File: config.mk
export PLATFORM = sky130hd
export DESIGN_NAME = hub75_rx_flat
export DESIGN_NICKNAME = d
export VERILOG_FILES = /design/src/rtl/hub75_pkg.sv /design/src/rtl/hub75_rx_if.sv /design/src/rtl/hub75_sync.sv /design/src/rtl/hub75_rx.sv /design/src/flat_wrapper.sv
export SDC_FILE = /design/constraint.sdc
export NUM_CORES = 1
export LEC_CHECK = 0
export ABC_AREA = 1
export CORE_ASPECT_RATIO = 1.25
export CORE_MARGIN = 3
export CORE_UTILIZATION = 45
export DETAILED_ROUTE_END_ITERATION = 10
export PLACE_DENSITY = 0.64
export SLEW_MARGIN = 20
export SYNTH_ARGS = -nofsm -noshare
export SYNTH_HDL_FRONTEND = slang
export SYNTH_SLANG_ARGS = --single-unit
File: constraint.sdc
create_clock -name in_clk -period 31.9 [get_ports in_clk]
set_input_delay 6.38 -clock in_clk [delete_from_list [all_inputs] [get_ports in_clk]]
set_output_delay 6.38 -clock in_clk [all_outputs]
set_load 0.02 [all_outputs]
File: src/rtl/hub75_pkg.sv
// Shared constants and types for the HUB75 row receiver.
// Holds size defaults, colour bit positions and the synchroniser bus layout.
package hub75_pkg;

  localparam int DEF_WIDTH     = 64;
  localparam int DEF_ADDR_BITS = 5;

  // Colour bit positions inside out_rgb.
  localparam int R1 = 0;
  localparam int R2 = 1;
  localparam int G1 = 2;
  localparam int G2 = 3;
  localparam int B1 = 4;
  localparam int B2 = 5;
  localparam int NCOLOR = 6;

  // Bit layout of the synchronised pin bus; edge-detected pins sit at the bottom.
  localparam int SY_CLK  = 0;
  localparam int SY_LAT  = 1;
  localparam int SY_BLK  = 2;
  localparam int SY_ADDR = 3;
  localparam int SY_COL  = 8;
  localparam int SY_W    = 14;
  localparam int SY_EDGE = 2;

  typedef enum logic {
    DR_IDLE,
    DR_SEND
  } dr_state_t;

endpackage

File: src/rtl/hub75_rx_if.sv
// Pixel stream leaving the receiver: one beat per column, valid/ready handshake.
// The receiver drives the master side; the pixel sink uses the slave side.
interface hub75_rx_if
  import hub75_pkg::*;
#(
  parameter int WIDTH     = DEF_WIDTH,
  parameter int ADDR_BITS = DEF_ADDR_BITS
);

  localparam int COL_W = (WIDTH > 1) ? $clog2(WIDTH) : 1;

  logic                 out_valid;
  logic                 out_ready;
  logic [NCOLOR-1:0]    out_rgb;
  logic [COL_W-1:0]     out_col;
  logic [ADDR_BITS-1:0] out_addr;
  logic                 out_last;

  modport master (
    output out_valid,
    output out_rgb,
    output out_col,
    output out_addr,
    output out_last,
    input  out_ready
  );

  modport slave (
    input  out_valid,
    input  out_rgb,
    input  out_col,
    input  out_addr,
    input  out_last,
    output out_ready
  );

endinterface

File: src/rtl/hub75_sync.sv
// N-bit two-flop synchroniser; the low N_EDGE bits also get a rising-edge pulse.
// Latency: o_sync lags the pins by 2 cycles, o_rise is combinational off o_sync.
module hub75_sync #(
  parameter int N      = 14,
  parameter int N_EDGE = 2
) (
  input  logic              in_clk,
  input  logic              in_rst,
  input  logic [N-1:0]      i_pins,
  output logic [N-1:0]      o_sync,
  output logic [N_EDGE-1:0] o_rise
);

  logic [N-1:0]      r_s1;
  logic [N-1:0]      r_s2;
  logic [N_EDGE-1:0] r_s3;

  always_ff @(posedge in_clk) begin
    if (in_rst) begin
      r_s1 <= '0;
      r_s2 <= '0;
      r_s3 <= '0;
    end else begin
      r_s1 <= i_pins;
      r_s2 <= r_s1;
      r_s3 <= r_s2[N_EDGE-1:0];
    end
  end

  assign o_sync = r_s2;
  assign o_rise = r_s2[N_EDGE-1:0] & ~r_s3;

endmodule

File: src/rtl/hub75_rx.sv
// HUB75 panel-bus receiver: captures shifted rows, holds one, drains it as a pixel stream.
// Edges act 3 cycles after the pin; HUB75_RX_BLANK_STATS_EN adds the blank_cnt statistic.
module hub75_rx
  import hub75_pkg::*;
#(
  parameter int WIDTH     = DEF_WIDTH,
  parameter int ADDR_BITS = DEF_ADDR_BITS
) (
  input  logic in_clk,
  input  logic in_rst,
  input  logic ctrl_clk,
  input  logic ctrl_lat,
  input  logic ctrl_blk,
  input  logic addr_a,
  input  logic addr_b,
  input  logic addr_c,
  input  logic addr_d,
  input  logic addr_e,
  input  logic col_r1,
  input  logic col_r2,
  input  logic col_g1,
  input  logic col_g2,
  input  logic col_b1,
  input  logic col_b2,
  hub75_rx_if.master o_pix,
  output logic err_len,
  output logic err_ovf,
`ifdef HUB75_RX_BLANK_STATS_EN
  output logic [15:0] blank_cnt,
`endif
  input  logic err_clr
);

  localparam int COL_W = (WIDTH > 1) ? $clog2(WIDTH) : 1;
  localparam int CNT_W = $clog2(WIDTH + 1);

  logic [NCOLOR-1:0] w_pin_rgb;
  logic [4:0]        w_pin_addr;
  logic [SY_W-1:0]   w_pins;
  logic [SY_W-1:0]   w_sync;
  logic [SY_EDGE-1:0] w_rise;

  always_comb begin
    w_pin_rgb     = '0;
    w_pin_rgb[R1] = col_r1;
    w_pin_rgb[R2] = col_r2;
    w_pin_rgb[G1] = col_g1;
    w_pin_rgb[G2] = col_g2;
    w_pin_rgb[B1] = col_b1;
    w_pin_rgb[B2] = col_b2;
  end

  assign w_pin_addr = {addr_e, addr_d, addr_c, addr_b, addr_a};
  assign w_pins     = {w_pin_rgb, w_pin_addr, ctrl_blk, ctrl_lat, ctrl_clk};

  hub75_sync #(
    .N      (SY_W),
    .N_EDGE (SY_EDGE)
  ) u_sync (
    .in_clk (in_clk),
    .in_rst (in_rst),
    .i_pins (w_pins),
    .o_sync (w_sync),
    .o_rise (w_rise)
  );

  logic                 w_shift;
  logic                 w_latch;
  logic [NCOLOR-1:0]    w_rgb;
  logic [4:0]           w_addr5;
  logic [ADDR_BITS-1:0] w_addr;

  assign w_shift = w_rise[SY_CLK];
  assign w_latch = w_rise[SY_LAT];
  assign w_rgb   = w_sync[SY_COL +: NCOLOR];
  assign w_addr5 = w_sync[SY_ADDR +: 5];
  assign w_addr  = w_addr5[ADDR_BITS-1:0];

  logic [CNT_W-1:0]     r_col_cnt;
  logic [NCOLOR-1:0]    r_shbuf [WIDTH];
  logic [NCOLOR-1:0]    w_row   [WIDTH];
  logic [NCOLOR-1:0]    r_hold  [WIDTH];
  logic [ADDR_BITS-1:0] r_hold_addr;
  logic                 r_hold_full;
  logic                 r_err_len;
  logic                 r_err_ovf;

  dr_state_t            r_state;
  logic                 r_out_valid;
  logic [NCOLOR-1:0]    r_out_rgb;
  logic [COL_W-1:0]     r_out_col;
  logic [ADDR_BITS-1:0] r_out_addr;
  logic                 r_out_last;

  logic             w_shift_ok;
  logic [CNT_W-1:0] w_cnt_eff;
  logic             w_row_full;
  logic             w_drain_done;
  logic             w_hold_busy;
  logic             w_take;
  logic             w_len_set;
  logic             w_ovf_set;
  logic [COL_W-1:0] w_col_nxt;

  // A shift in the same cycle as a latch counts toward the row being latched.
  assign w_shift_ok   = w_shift && (r_col_cnt != CNT_W'(WIDTH));
  assign w_cnt_eff    = r_col_cnt + CNT_W'(w_shift_ok);
  assign w_row_full   = (w_cnt_eff == CNT_W'(WIDTH));
  assign w_drain_done = (r_state == DR_SEND) && r_out_valid && o_pix.out_ready && r_out_last;
  // A hold buffer emptying this cycle can already take the next row.
  assign w_hold_busy  = r_hold_full && !w_drain_done;
  assign w_take       = w_latch && w_row_full && !w_hold_busy;
  assign w_ovf_set    = w_latch && w_row_full && w_hold_busy;
  assign w_len_set    = (w_shift && !w_shift_ok) || (w_latch && !w_row_full);
  assign w_col_nxt    = r_out_col + COL_W'(1);

  always_comb begin
    for (int i = 0; i < WIDTH; i++) begin
      w_row[i] = (w_shift_ok && (r_col_cnt == CNT_W'(i))) ? w_rgb : r_shbuf[i];
    end
  end

  always_ff @(posedge in_clk) begin
    r_shbuf <= w_row;
    if (w_take) begin
      r_hold <= w_row;
    end
  end

  always_ff @(posedge in_clk) begin
    if (in_rst) begin
      r_col_cnt   <= '0;
      r_hold_addr <= '0;
      r_hold_full <= 1'b0;
    end else begin
      if (w_latch) begin
        r_col_cnt <= '0;
      end else if (w_shift_ok) begin
        r_col_cnt <= r_col_cnt + CNT_W'(1);
      end

      if (w_take) begin
        r_hold_addr <= w_addr;
        r_hold_full <= 1'b1;
      end else if (w_drain_done) begin
        r_hold_full <= 1'b0;
      end
    end
  end

  // Setting beats clearing when both happen in one cycle.
  always_ff @(posedge in_clk) begin
    if (in_rst) begin
      r_err_len <= 1'b0;
      r_err_ovf <= 1'b0;
    end else begin
      r_err_len <= (r_err_len & ~err_clr) | w_len_set;
      r_err_ovf <= (r_err_ovf & ~err_clr) | w_ovf_set;
    end
  end

  always_ff @(posedge in_clk) begin
    if (in_rst) begin
      r_state     <= DR_IDLE;
      r_out_valid <= 1'b0;
      r_out_rgb   <= '0;
      r_out_col   <= '0;
      r_out_addr  <= '0;
      r_out_last  <= 1'b0;
    end else begin
      case (r_state)
        DR_IDLE: begin
          if (r_hold_full) begin
            r_state     <= DR_SEND;
            r_out_valid <= 1'b1;
            r_out_col   <= '0;
            r_out_rgb   <= r_hold[0];
            r_out_addr  <= r_hold_addr;
            r_out_last  <= (WIDTH == 1);
          end
        end
        DR_SEND: begin
          if (o_pix.out_ready) begin
            if (r_out_last) begin
              r_state     <= DR_IDLE;
              r_out_valid <= 1'b0;
            end else begin
              r_out_col  <= w_col_nxt;
              r_out_rgb  <= r_hold[w_col_nxt];
              r_out_last <= (w_col_nxt == COL_W'(WIDTH - 1));
            end
          end
        end
        default: begin
          r_state     <= DR_IDLE;
          r_out_valid <= 1'b0;
        end
      endcase
    end
  end

  assign o_pix.out_valid = r_out_valid;
  assign o_pix.out_rgb   = r_out_rgb;
  assign o_pix.out_col   = r_out_col;
  assign o_pix.out_addr  = r_out_addr;
  assign o_pix.out_last  = r_out_last;
  assign err_len         = r_err_len;
  assign err_ovf         = r_err_ovf;

`ifdef HUB75_RX_BLANK_STATS_EN
  logic [15:0] r_blank_acc;
  logic [15:0] r_hold_blank;

  always_ff @(posedge in_clk) begin
    if (in_rst) begin
      r_blank_acc  <= '0;
      r_hold_blank <= '0;
    end else begin
      if (w_latch) begin
        r_blank_acc <= '0;
      end else if (w_sync[SY_BLK] && (r_blank_acc != 16'hFFFF)) begin
        r_blank_acc <= r_blank_acc + 16'd1;
      end
      if (w_take) begin
        r_hold_blank <= r_blank_acc;
      end
    end
  end

  assign blank_cnt = (r_state == DR_SEND) ? r_hold_blank : 16'd0;
`endif

endmodule

File: src/flat_wrapper.sv
// flat-port wrapper written by rule: the top's interface ports become plain ports
module hub75_rx_flat import hub75_pkg::*;
#(
  parameter int WIDTH     = DEF_WIDTH,
  parameter int ADDR_BITS = DEF_ADDR_BITS
)
  (in_clk, in_rst, ctrl_clk, ctrl_lat, ctrl_blk, addr_a, addr_b, addr_c, addr_d, addr_e, col_r1, col_r2, col_g1, col_g2, col_b1, col_b2, err_len, err_ovf, err_clr, o_pix_out_valid, o_pix_out_rgb, o_pix_out_col, o_pix_out_addr, o_pix_out_last, o_pix_out_ready);
  hub75_rx_if #(.WIDTH(WIDTH), .ADDR_BITS(ADDR_BITS)) o_pix_i ();
  input  logic in_clk;
  input  logic in_rst;
  input  logic ctrl_clk;
  input  logic ctrl_lat;
  input  logic ctrl_blk;
  input  logic addr_a;
  input  logic addr_b;
  input  logic addr_c;
  input  logic addr_d;
  input  logic addr_e;
  input  logic col_r1;
  input  logic col_r2;
  input  logic col_g1;
  input  logic col_g2;
  input  logic col_b1;
  input  logic col_b2;
  output logic err_len;
  output logic err_ovf;
  input  logic err_clr;
  output wire logic [$bits(o_pix_i.out_valid)-1:0] o_pix_out_valid;
  output wire logic [$bits(o_pix_i.out_rgb)-1:0] o_pix_out_rgb;
  output wire logic [$bits(o_pix_i.out_col)-1:0] o_pix_out_col;
  output wire logic [$bits(o_pix_i.out_addr)-1:0] o_pix_out_addr;
  output wire logic [$bits(o_pix_i.out_last)-1:0] o_pix_out_last;
  input wire logic [$bits(o_pix_i.out_ready)-1:0] o_pix_out_ready;
  assign o_pix_out_valid = o_pix_i.out_valid;
  assign o_pix_out_rgb = o_pix_i.out_rgb;
  assign o_pix_out_col = o_pix_i.out_col;
  assign o_pix_out_addr = o_pix_i.out_addr;
  assign o_pix_out_last = o_pix_i.out_last;
  assign o_pix_i.out_ready = o_pix_out_ready;
  hub75_rx #(.WIDTH(WIDTH), .ADDR_BITS(ADDR_BITS)) u_core (.in_clk(in_clk), .in_rst(in_rst), .ctrl_clk(ctrl_clk), .ctrl_lat(ctrl_lat), .ctrl_blk(ctrl_blk), .addr_a(addr_a), .addr_b(addr_b), .addr_c(addr_c), .addr_d(addr_d), .addr_e(addr_e), .col_r1(col_r1), .col_r2(col_r2), .col_g1(col_g1), .col_g2(col_g2), .col_b1(col_b1), .col_b2(col_b2), .o_pix(o_pix_i), .err_len(err_len), .err_ovf(err_ovf), .err_clr(err_clr));
endmodule
## Word level (Yosys, flattened, before mapping)

Cells that the tools add are included.

- Register bits after elaboration: 833
- Input port bits: 18
- Output and inout port bits: 21
- Logic and storage cells: 400

- Add/sub/neg operators: 3
- $lt $le $gt $ge: 1
- Equal/unequal tests: 70
- Multiplexer cells: 89
- Bitwise logic cells: 9
- Reductions and logical operators: 86

Operator list:

| kind | count |
|---|---|
| 2-to-1 mux 6 bit | 72 |
| equality test 7 x 6 -> 1 bit (second input constant) | 32 |
| equality test 7 x 5 -> 1 bit (second input constant) | 16 |
| logical AND 1 bit | 74 |
| equality test 7 x 4 -> 1 bit (second input constant) | 8 |
| binary-select mux 6 bit (select 6 bit) | 1 |
| equality test 7 x 3 -> 1 bit (second input constant) | 4 |
| case mux 6 bit (2 select lines) | 2 |
| equality test 7 x 2 -> 1 bit (second input constant) | 2 |
| 2-to-1 mux 1 bit | 11 |
| adder 7 x 1 -> 7 bit | 1 |
| adder 7 x 1 -> 7 bit (second input constant) | 1 |
| equality test 7 x 1 -> 1 bit (second input constant) | 1 |
| equality test 7 bit (second input constant) | 1 |
| >= comparator 7 bit (second input constant) | 1 |
| zero test 7 bit | 1 |
| inequality test 7 bit (second input constant) | 1 |
| inverter 6 -> 7 bit | 1 |
| adder 6 x 1 -> 6 bit (second input constant) | 1 |
| equality test 6 bit (second input constant) | 1 |
| inequality test 2 bit (second input constant) | 3 |
| case mux 1 bit (2 select lines) | 3 |
| AND reduction 3 bit | 2 |
| zero test 1 bit | 4 |
| other kinds (10) | 14 |

## Longest topological paths before layout

Gate-level depths: netlist of the first run.

- Word-level depth: 9
- Depth in mapped cells: 17
- Depth with buffers taken out: 16

## Hierarchy

Synthesis of the first run repeated with hierarchy kept, for this count alone.

- Cells, all modules: 3115
- Area, all modules: 30320.3 sq um

By module, submodules not included:

| module | times used | cells each | area an instance (sq um) | sequential area each (sq um) |
|---|---|---|---|---|
| hub75_rx | 1 | 3020 | 29453.2 | 19919.1 |
| hub75_sync | 1 | 95 | 867.1 | 600.6 |

## Least setup slack after synthesis of the first run

Ideal clock, no wire load.

- Kind: input-to-reg
- From: input port o_pix_out_ready
- To: register u_core.r_hold_addr[0]
- Arrival time: 25046 ps
- Required time: 31749 ps
- Path slack: 6703 ps
- Cell stages on the path: 7
- Buffers on the path: 0
- Path through: nand2_1 inv_1 a31oi_1 nor2_1 inv_1 nor2_1 nor2_1

- Word-level cells in the longest chain between the ends: 6

Ends and longest elaborated chain:

| what | RTL line | RTL |
|---|---|---|
| from (decl) | flat_wrapper.sv:33 | `input wire logic [$bits(o_pix_i.out_ready)-1:0] o_pix_out_ready;` |
| logical AND 1 bit (2 in series) | hub75_rx.sv:109 | `assign w_drain_done = (r_state == DR_SEND) && r_out_valid && o_pix.out_ready && r_out_last;` |
| zero test 1 bit | hub75_rx.sv:111 | `assign w_hold_busy = r_hold_full && !w_drain_done;` |
| logical AND 1 bit | hub75_rx.sv:111 |  |
| zero test 1 bit | hub75_rx.sv:112 | `assign w_take = w_latch && w_row_full && !w_hold_busy;` |
| logical AND 1 bit | hub75_rx.sv:112 |  |
| via u_core.w_take | hub75_rx.sv:100 | `logic w_take;` |
| to (signal assigned) | hub75_rx.sv:143 | `r_hold_addr <= w_addr;` |
| to (decl) | hub75_rx.sv:83 | `logic [ADDR_BITS-1:0] r_hold_addr;` |

The timed path passes the listed nets, and every way through them passes these cells.
A chain may end at the register's enable or synchronous reset.

## Final worst setup path of the first run

- From: input port o_pix_out_ready
- To: register u_core.r_hold[262] (netlist bit), enable pin

- Word-level cells in the longest chain between the ends: 6

Ends and longest elaborated chain:

| what | RTL line | RTL |
|---|---|---|
| logical AND 1 bit (2 in series) | hub75_rx.sv:109 |  |
| zero test 1 bit | hub75_rx.sv:111 |  |
| logical AND 1 bit | hub75_rx.sv:111 |  |
| zero test 1 bit | hub75_rx.sv:112 |  |
| logical AND 1 bit | hub75_rx.sv:112 |  |
| via u_core.w_take | hub75_rx.sv:100 |  |
| to (signal assigned) | hub75_rx.sv:126 | `r_hold <= w_row;` |
| to (decl) | hub75_rx.sv:82 | `logic [NCOLOR-1:0] r_hold [WIDTH];` |

The timed path passes the listed nets, and every way through them passes these cells.

==> flow_summary.ini, run 1 <==
[clock_network]
cts_max_path_buffers = 3
clk_latency_ns = 0.62
cts-htree-levels = 3
cts_tree = yes
hold_buffers = 0
path_clk_slew_ns = 0.07
cts_inserted_buffers = 73
clk_root_buffer_cell = clkbuf_16
cts_resized = 0
postCtsSetupBuffers = 0
cts_sinks = 831

[setup_path]
reg2reg_to = u_core.o_pix.out_rgb[3]
critical_path_class = input port to flop
cp.buffers_inverters = 3
r2r_cells = 13
crit_family = buffers and inverters
cpPeakStageDelay_ns = 0.84
crit_path_start_kind = input port
worstPathCellList = clkdlybuf4s50_1 -> nand2_1 -> inv_1 -> a31oi_1 -> nor2_4 -> buf_12
reg2reg_from = u_core.o_pix.out_col[0]
cp-end-kind = flop
cp_max_fo = 182
slowest_stage = nor2_4
required_ns = 32.13
r2r_slack_ns = 26.70
critPathArrivalTime_ns = 9.07

[placed_design]
place_hpwl_um = 40900
dp_cells = 3877
io_buffers = 37
gp_congestion = 0.892

[yosys]
yosysSeqAreaShare_pct = 67.1
synth_edf_count = 384
synthesis.nets = 3178
synthArstFlopShare_pct = 0
ys_top_cells_by_area = edfxtp_1 38%, dfxtp_1 29%, nand2_1 11%
yosysTopAreaCellShare_pct = 37.8
avgSynthCellArea_um2 = 9.69
ys_ff_latch = 831
netlist_instances = 3152
synth.most_common_cell = nand2_1
synth_ff_type = dfxtp_1
synth_cell_types = 33
synth_area_mm2 = 0.0305
synthTopCellsByCount = 908 x nand2_1, 447 x dfxtp_1, 384 x edfxtp_1, 254 x nand3_1, 241 x nor2_1
synth_top_cell_by_area = edfxtp_1
yosys_warnings = 0

[timing]
tns_ns = 0
drv_slew = 0
relSlewSlack_pct = 22.8
worst_hold_slack_ns = 0.398
hold_viol_final = 0
finalSetupViolations = 0
period_share_pct = 27.7
rsz0062_at_grt = false
skew_ns = 0.0274
max_freq_mhz = 113
fin_crit_ns = 8.84
max_slew.worst_pin.slew_ns = 1.16

[pwr]
p_per_area_mw_per_mm2 = 59.7
ir_drop_v = 0.0000527
leakagePower_nw = 12.6

[flow_run]
cap_violations = 0

[route]
wl_per_cell_um = 17.9
route.met2.wl_um = 34900
drc = 0
dr.pass1.iters = 6
drt-met1-wl_um = 30000
finalWirelength_um = 71600
dr_total_vias = 20700
highest_layer = met5
ant_nets = 0
vias_per_cell = 5.15
wl_met3_um = 4180
drtIter0Drc = 1690

[floorplanning]
die_w_um = 239
num_io_pins = 39
die_h_um = 297
dieArea_mm2 = 0.0710
initial_core_util_pct = 45.6
rows = 106
core_area_mm2 = 0.0670

[global_routing]
grt_use_total_pct = 20.1
first_global_vias = 20500
grt_max_degree = 183
gr-total-overflow = 0
grt_pass1_wl_um = 112000
grt_antenna_before_repair = 2

[hold_path]
worstHoldStart = u_core.u_sync.r_s1[12]
hold_depth = 2
hp-class = flop to flop
worst_hold_path.endpoint = u_core.u_sync.o_sync[12]

[run_status]
status = finished clean

[cells_and_area]
final_util_pct = 50.4
diodes = 0
instances_no_fill = 4012
drive_gt1_share_pct = 5.72
area_delta_synth_final_pct = 10.5
fill_cells = 5996
layout.nets = 3114
[kinds of logic (layout without fill, tap and decap cells)]
kind of cell	after synthesis	count (layout)	synth area share, %
and+or+nand+nor	1428	1428	19.0
DFF	831	831	67.1
AOI/OAI and AO/OA	469	469	7.86
buffers and inverters	412	408	5.63
adders and majority gates	8	8	0.328
xor gates and xnor gates	4	4	0.115
[area by class of cell]
cell class / instances / area (µm²) / area share (%)
Clock inverter: 29 / 170 / 0.505
Tap cell: 864 / 1080 / 3.21
Timing Repair Buffer: 56 / 538 / 1.60
Clock buffer: 106 / 2250 / 6.67
Multi-Input combinational cell: 1909 / 8380 / 24.8
Inverter: 217 / 825 / 2.44
Sequential cell: 831 / 20500 / 60.7
[worst min-delay path, cell delays in order, from the launching register on]
cell and delay (ns):
dfxtp_1 0.30, inv_1 0.04, nor2_1 0.03
[registers in the layout, indices dropped and copies added, names as in the netlist, 2 cells and up]
name	cells
u_core.o_pix.out_addr	5
u_core.o_pix.out_col	6
u_core.o_pix.out_rgb	6
u_core.r_col_cnt	7
u_core.r_hold	384
u_core.r_hold_addr	5
u_core.r_shbuf	384
u_core.u_sync.o_sync	13
u_core.u_sync.r_s1	13
u_core.u_sync.r_s3	2
[routing by layer]
layer / track usage (%) / vias to the layer above
met1: 25.1 / 9799
met4: 8.28 / 4
met5: 0 / -
met2: 34.4 / 555
li1: - / 10200
met3: 3.40 / 140
[cells in the final DEF, fill, tap and decap left out, drive strengths merged, types with 4 or more instances in the layout]
master and n:
a21oi 107, buf 19, clkbuf 106, clkdlybuf4s50 37, clkinv 25, dfxtp 447, edfxtp 384, ha 8
inv 219, nand2 910, nand3 254, nand4 4, nor2 251, nor3 8, o21ai 358
[metrics by stage]
stage	setup WS (ns)	instance area (µm²)	total power [mW]
floorplan	6.70	30500	1.14
global placement	22.37	31300	1.15
detailed placement	22.28	31300	1.15
CTS	22.96	33700	2.03
global route	22.72	33700	2.07
finish	23.06	33700	2.01
[report_power, final]
group	internal [mW]	leakage [nW]	total (mW)	switching, mW
Clock	0.500	1.21	0.883	0.383
Sequential	1.11	6.78	1.11	0.00127
Combinational	0.00442	4.61	0.0190	0.0146
[worst max-delay path by stage]
stage	from	end	slack (ns)	depth (start not counted)
after floorplan	o_pix_out_ready	u_core.r_hold_addr[0]	6.70	7
after global placement	o_pix_out_ready	u_core.r_hold_addr[4]	22.37	9
after detailed placement	o_pix_out_ready	u_core.r_hold_addr[2]	22.28	9
after CTS	o_pix_out_ready	u_core.r_hold_addr[2]	22.96	9
after global routing	o_pix_out_ready	u_core.r_hold_addr[3]	22.72	9
final	o_pix_out_ready	u_core.r_hold[262]	23.06	6
Note: power is estimated with default switching activity, not from simulation.
==> run 2, diff against run 1 <==
clock period = 8.9 ns   (was 31.9 ns; I/O delays follow)
==> run 2 against run 1 <==
Compared with the run above:
- design area rose by 0.12%
- sequential share of layout area fell by 0.070 points
- count of clock-buffer cells in the layout rose by 3
- clock skew fell by 0.013 ns
==> flow_summary.ini, run 2 (synthesis results as in run 1) <==
[run_status]
status = finished clean

[setup_path]
path_depth = 14
cp.buffers_inverters = 5
required_ns = 9.12
cp_max_fo = 76
r2r_cells = 14
cpPeakStageDelay_ns = 0.89
crit_path_start_kind = flop
slowest_stage = buf_4
worstPathCellList = inv_1 -> ha_1 -> inv_1 -> nor3_2 -> nor2_4 -> ha_1 -> ha_1 -> nor3_1 -> nand3_1 -> inv_1 -> nand2_1 -> nor2_4 -> buf_4 -> buf_4
cp-end-kind = flop
critPathArrivalTime_ns = 4.73
critical_path_class = flop to flop
crit_family = buffers and inverters

[global_routing]
met2_usage_pct = 34.4
grt_use_total_pct = 20.2
first_global_vias = 20200
grt_pass1_wl_um = 112000
use_met1_pct = 25.4
gr-total-overflow = 0
grt_max_degree = 182
grt.busiest_layer = met2
grt_util_met3_pct = 3.76
grt_antenna_before_repair = 0

[timing]
fin_crit_ns = 4.51
drv_slew = 0
period_share_pct = 50.7
skew_ns = 0.0148
relSlewSlack_pct = 13.8
hold_viol_final = 0
worst_hold_slack_ns = 0.402
rsz0062_at_grt = false
max_slew.worst_pin.slew_ns = 1.29
finalSetupViolations = 0
worst_slack_ns = 4.39
tns_ns = 0
max_freq_mhz = 222

[pwr]
leakagePower_nw = 13.3
ir_drop_v = 0.000157
p_per_area_mw_per_mm2 = 214
total_power_mw = 7.23

[cells_and_area]
instances_no_fill = 4019
fill_cells = 5935
area_delta_synth_final_pct = 10.6
diodes = 0
drive_gt1_share_pct = 5.86
stdcell_area_mm2 = 0.0338
layout_common_cells = 908 x nand2_1, 446 x dfxtp_1, 384 x edfxtp_1
final_util_pct = 50.4
layout.nets = 3121
top_regs = u_core.r_hold x384, u_core.r_shbuf x384
final_common_cell = nand2_1

[floorplanning]
initial_core_util_pct = 45.6
die_w_um = 239
die_h_um = 297
num_io_pins = 39
core_area_mm2 = 0.0670
rows = 106
dieArea_mm2 = 0.0710

[placed_design]
io_buffers = 37
placed_area_mm2 = 0.0313
dp_cells = 3883
place_hpwl_um = 42300
place_ws_ns = 4.06
gp_congestion = 0.873

[hold_path]
hp-class = flop to flop
hold_depth = 2

[clock_network]
cts_sinks = 831
cts-htree-levels = 3
clk_latency_ns = 0.61
cts_max_path_buffers = 3
cts_inserted_buffers = 74
cts_resized = 0
hold_buffers = 0
clk_root_buffer_cell = clkbuf_16
postCtsSetupBuffers = 0
cts_tree = yes
path_clk_slew_ns = 0.06

[route]
ant_nets = 0
vias_per_cell = 5.16
finalWirelength_um = 72000
dr.pass1.iters = 5
drtIter0Drc = 1583
dr_total_vias = 20700
drc = 0
wl_per_cell_um = 17.9

[flow_run]
cap_violations = 0
[run 2: cell types whose count changed in the layout (fill, tap and decap cells not counted), sizes merged]
cell | before | now
clkdlybuf4s50 | 37 | 36
inv | 219 | 221
clkbuf | 106 | 109
clkinvlp | 1 | 3
buf | 19 | 26
clkinv | 25 | 16
bufinv | 1 | 4
[run 2: final timing paths]
check                              from                      end  slack [ns]
setup / recovery    u_core.r_col_cnt[0]       u_core.r_hold[244]        4.39
hold reg to reg   u_core.u_sync.r_s1[4]  u_core.u_sync.o_sync[4]        0.40
setup reg to reg    u_core.r_col_cnt[0]       u_core.r_hold[244]        4.39
hold / removal    u_core.u_sync.r_s1[4]  u_core.u_sync.o_sync[4]        0.40
[run 2: final cells by class]
cell class	instances	area (µm²)	area share (%)
inverters	217	827	2.45
clock inverters	27	245	0.726
repair buffers	62	569	1.69
flip-flops and latches	831	20500	60.7
clock buffers	109	2190	6.48
multi-input cells	1909	8370	24.8
well taps	864	1080	3.20
[run 2: per-layer routing]
layer  routed length [µm]  share of wire [%]
met2                35200                 49
met1                30000                 42
met3                 4260                5.9
met4                 2540                3.5
met5                    0                  0
[run 2: report_power, final]
group	switching [mW]	total, mW	internal [mW]
clock network	1.36	3.19	1.83
logic	0.0509	0.0663	0.0153
registers	0.00466	3.98	3.97
total	1.41	7.23	5.81
[run 2: worst reg2reg max path, delay by kind of cell (launching register included)]
family / cells / cell delay (ns)
and+or+nand+nor: 6 / 1.02
buffers and inverters: 5 / 1.86
DFF: 1 / 0.45
adders and majority gates: 3 / 0.75
==> run 3, diff against run 2 <==
clock period = 4.56 ns   (was 8.9 ns; I/O delays follow)
==> run 3 against run 2 <==
Compared with the run above:
- die area is the same
- global-route usage up 0.22 points
- worst hold slack worse by 0.0013 ns
- count of clock-buffer cells in the layout grew 1
- non-clock buffer count up 3
- critical path type unchanged
- critical endpoint is now u_core.r_hold[311]
- largest cell class unchanged
- largest power group unchanged
==> flow_summary.ini, run 3 (synthesis results as in run 1) <==
[run_status]
status = finished clean

[timing]
max_freq_mhz = 282
max_slew.worst_pin.slew_ns = 1.15
hold_viol_final = 0
period_share_pct = 77.6
finalSetupViolations = 0
rsz0062_at_grt = false
worst_hold_slack_ns = 0.400
relSlewSlack_pct = 22.8
fin_crit_ns = 3.54
drv_slew = 0
skew_ns = 0.0276

[global_routing]
grt_pass1_wl_um = 113000
gr-total-overflow = 0
grt_max_degree = 201
first_global_vias = 20200
grt_use_total_pct = 20.4
grt_antenna_before_repair = 0

[pwr]
seq_power_share_pct = 52.9
total_power_mw = 14.7
swShare_pct = 19.7
p_int_mw = 11.8
p_per_area_mw_per_mm2 = 429
p_sw_mw = 2.90
ir_drop_v = 0.000313
leakagePower_nw = 12.8
clkPwrFrac_pct = 46.1
combPwrFrac_pct = 0.9

[setup_path]
r2r_slack_ns = 1.02
cp_max_fo = 45
cp-end-kind = flop
reg2reg_to = u_core.r_hold[311]
r2r_cells = 13
required_ns = 4.81
critPathArrivalTime_ns = 3.79
reg2reg_from = u_core.r_col_cnt[6]
crit_path_start_kind = flop
critical_path_class = flop to flop

[floorplanning]
die_h_um = 297
core_area_mm2 = 0.0670
rows = 106
initial_core_util_pct = 45.6
dieArea_mm2 = 0.0710
die_w_um = 239
num_io_pins = 39

[hold_path]
worst_hold_path.endpoint = u_core.u_sync.o_sync[5]
worstHoldStart = u_core.u_sync.r_s1[5]
hp-class = flop to flop
hold_depth = 2

[route]
drc = 0
dr_total_vias = 20900
vias_per_cell = 5.17
finalWirelength_um = 73300
dr.pass1.iters = 6
ant_nets = 0
drtIter0Drc = 1909
wl_per_cell_um = 18.2

[placed_design]
io_buffers = 37
gp_congestion = 0.883
place_hpwl_um = 44200

[cells_and_area]
drive_gt1_share_pct = 6.72
area_delta_synth_final_pct = 12.1
layout.nets = 3129
diodes = 0
layout_common_cells = 906 x nand2_1, 443 x dfxtp_1, 384 x edfxtp_1
top_regs = u_core.r_hold x384, u_core.r_shbuf x384
final_util_pct = 51.1
final_common_cell = nand2_1

[clock_network]
cts_inserted_buffers = 79
cts_max_path_buffers = 3
cts_sinks = 831
path_clk_slew_ns = 0.06
cts_tree = yes
postCtsSetupBuffers = 0
cts-htree-levels = 3
hold_buffers = 0
cts_resized = 0
clk_root_buffer_cell = clkbuf_16
clk_latency_ns = 0.63

[flow_run]
cap_violations = 0
-- run 3: power groups by stage --
stage                     logic (mW)  clock network, mW  registers, mW
after floorplan               0.0778                  0           7.92
after global placement         0.136                  0           7.93
after detailed placement       0.139                  0           7.93
after CTS                      0.140               6.87           7.76
after global routing           0.150               7.16           7.76
final                          0.139               6.77           7.76
-- run 3: final cells by class --
class | instances | area [µm²]
clock buffers | 110 | 2290
fillers | 5953 | 32800
clock inverters | 38 | 424
well taps | 864 | 1080
multi-input cells | 1909 | 8440
flip-flops and latches | 831 | 20500
repair buffers | 65 | 651
inverters | 217 | 832
-- run 3: metal layers --
layer / GRT usage, % / vias to the layer above / wire (µm) / part of all wire (%)
met4: 8.21 / 0 / 2500 / 3.4
met5: 0 / - / 0 / 0
met2: 35.1 / 615 / 36600 / 50
met3: 2.91 / 137 / 4170 / 5.7
met1: 25.9 / 9878 / 30000 / 41
li1: - / 10200 / - / -
-- run 3: worst max-delay path by stage --
stage / start / to / slack, ns / cells past startpoint
after CTS: u_core.r_col_cnt[6] / u_core.r_hold[288] / 1.01 / 13
after floorplan: u_core.r_col_cnt[1] / u_core.r_hold_addr[0] / -3.92 / 16
after global placement: u_core.r_col_cnt[6] / u_core.r_hold[299] / 1.06 / 13
final: u_core.r_col_cnt[6] / u_core.r_hold[311] / 1.02 / 13
after global routing: u_core.r_col_cnt[6] / u_core.r_hold[303] / 0.84 / 13
after detailed placement: u_core.r_col_cnt[6] / u_core.r_hold[293] / 1.04 / 13
-- run 3: stage by stage --
stage                     area, µm²  setup WS (ns)  std cells  setup TNS [ns]
after floorplan               30600          -3.92       3152        -1314.85
after global placement        31500           1.06       3886               0
after detailed placement      31500           1.04       3886               0
after CTS                     34200           1.01       4034               0
after global routing          34200          0.837       4034               0
final                         34200           1.02       4034               0
-- run 3: critical path: stages (launching register included) --
cell and delay [ns]:
dfxtp_1 0.58, nand2_2 0.14, nor3_4 0.26, nor2_4 0.05
buf_4 0.21, ha_4 0.20, ha_4 0.21, nor3_2 0.15
nand3_1 0.15, inv_1 0.12, nand2_2 0.08, nor2_4 0.18
buf_4 0.26, buf_4 0.54
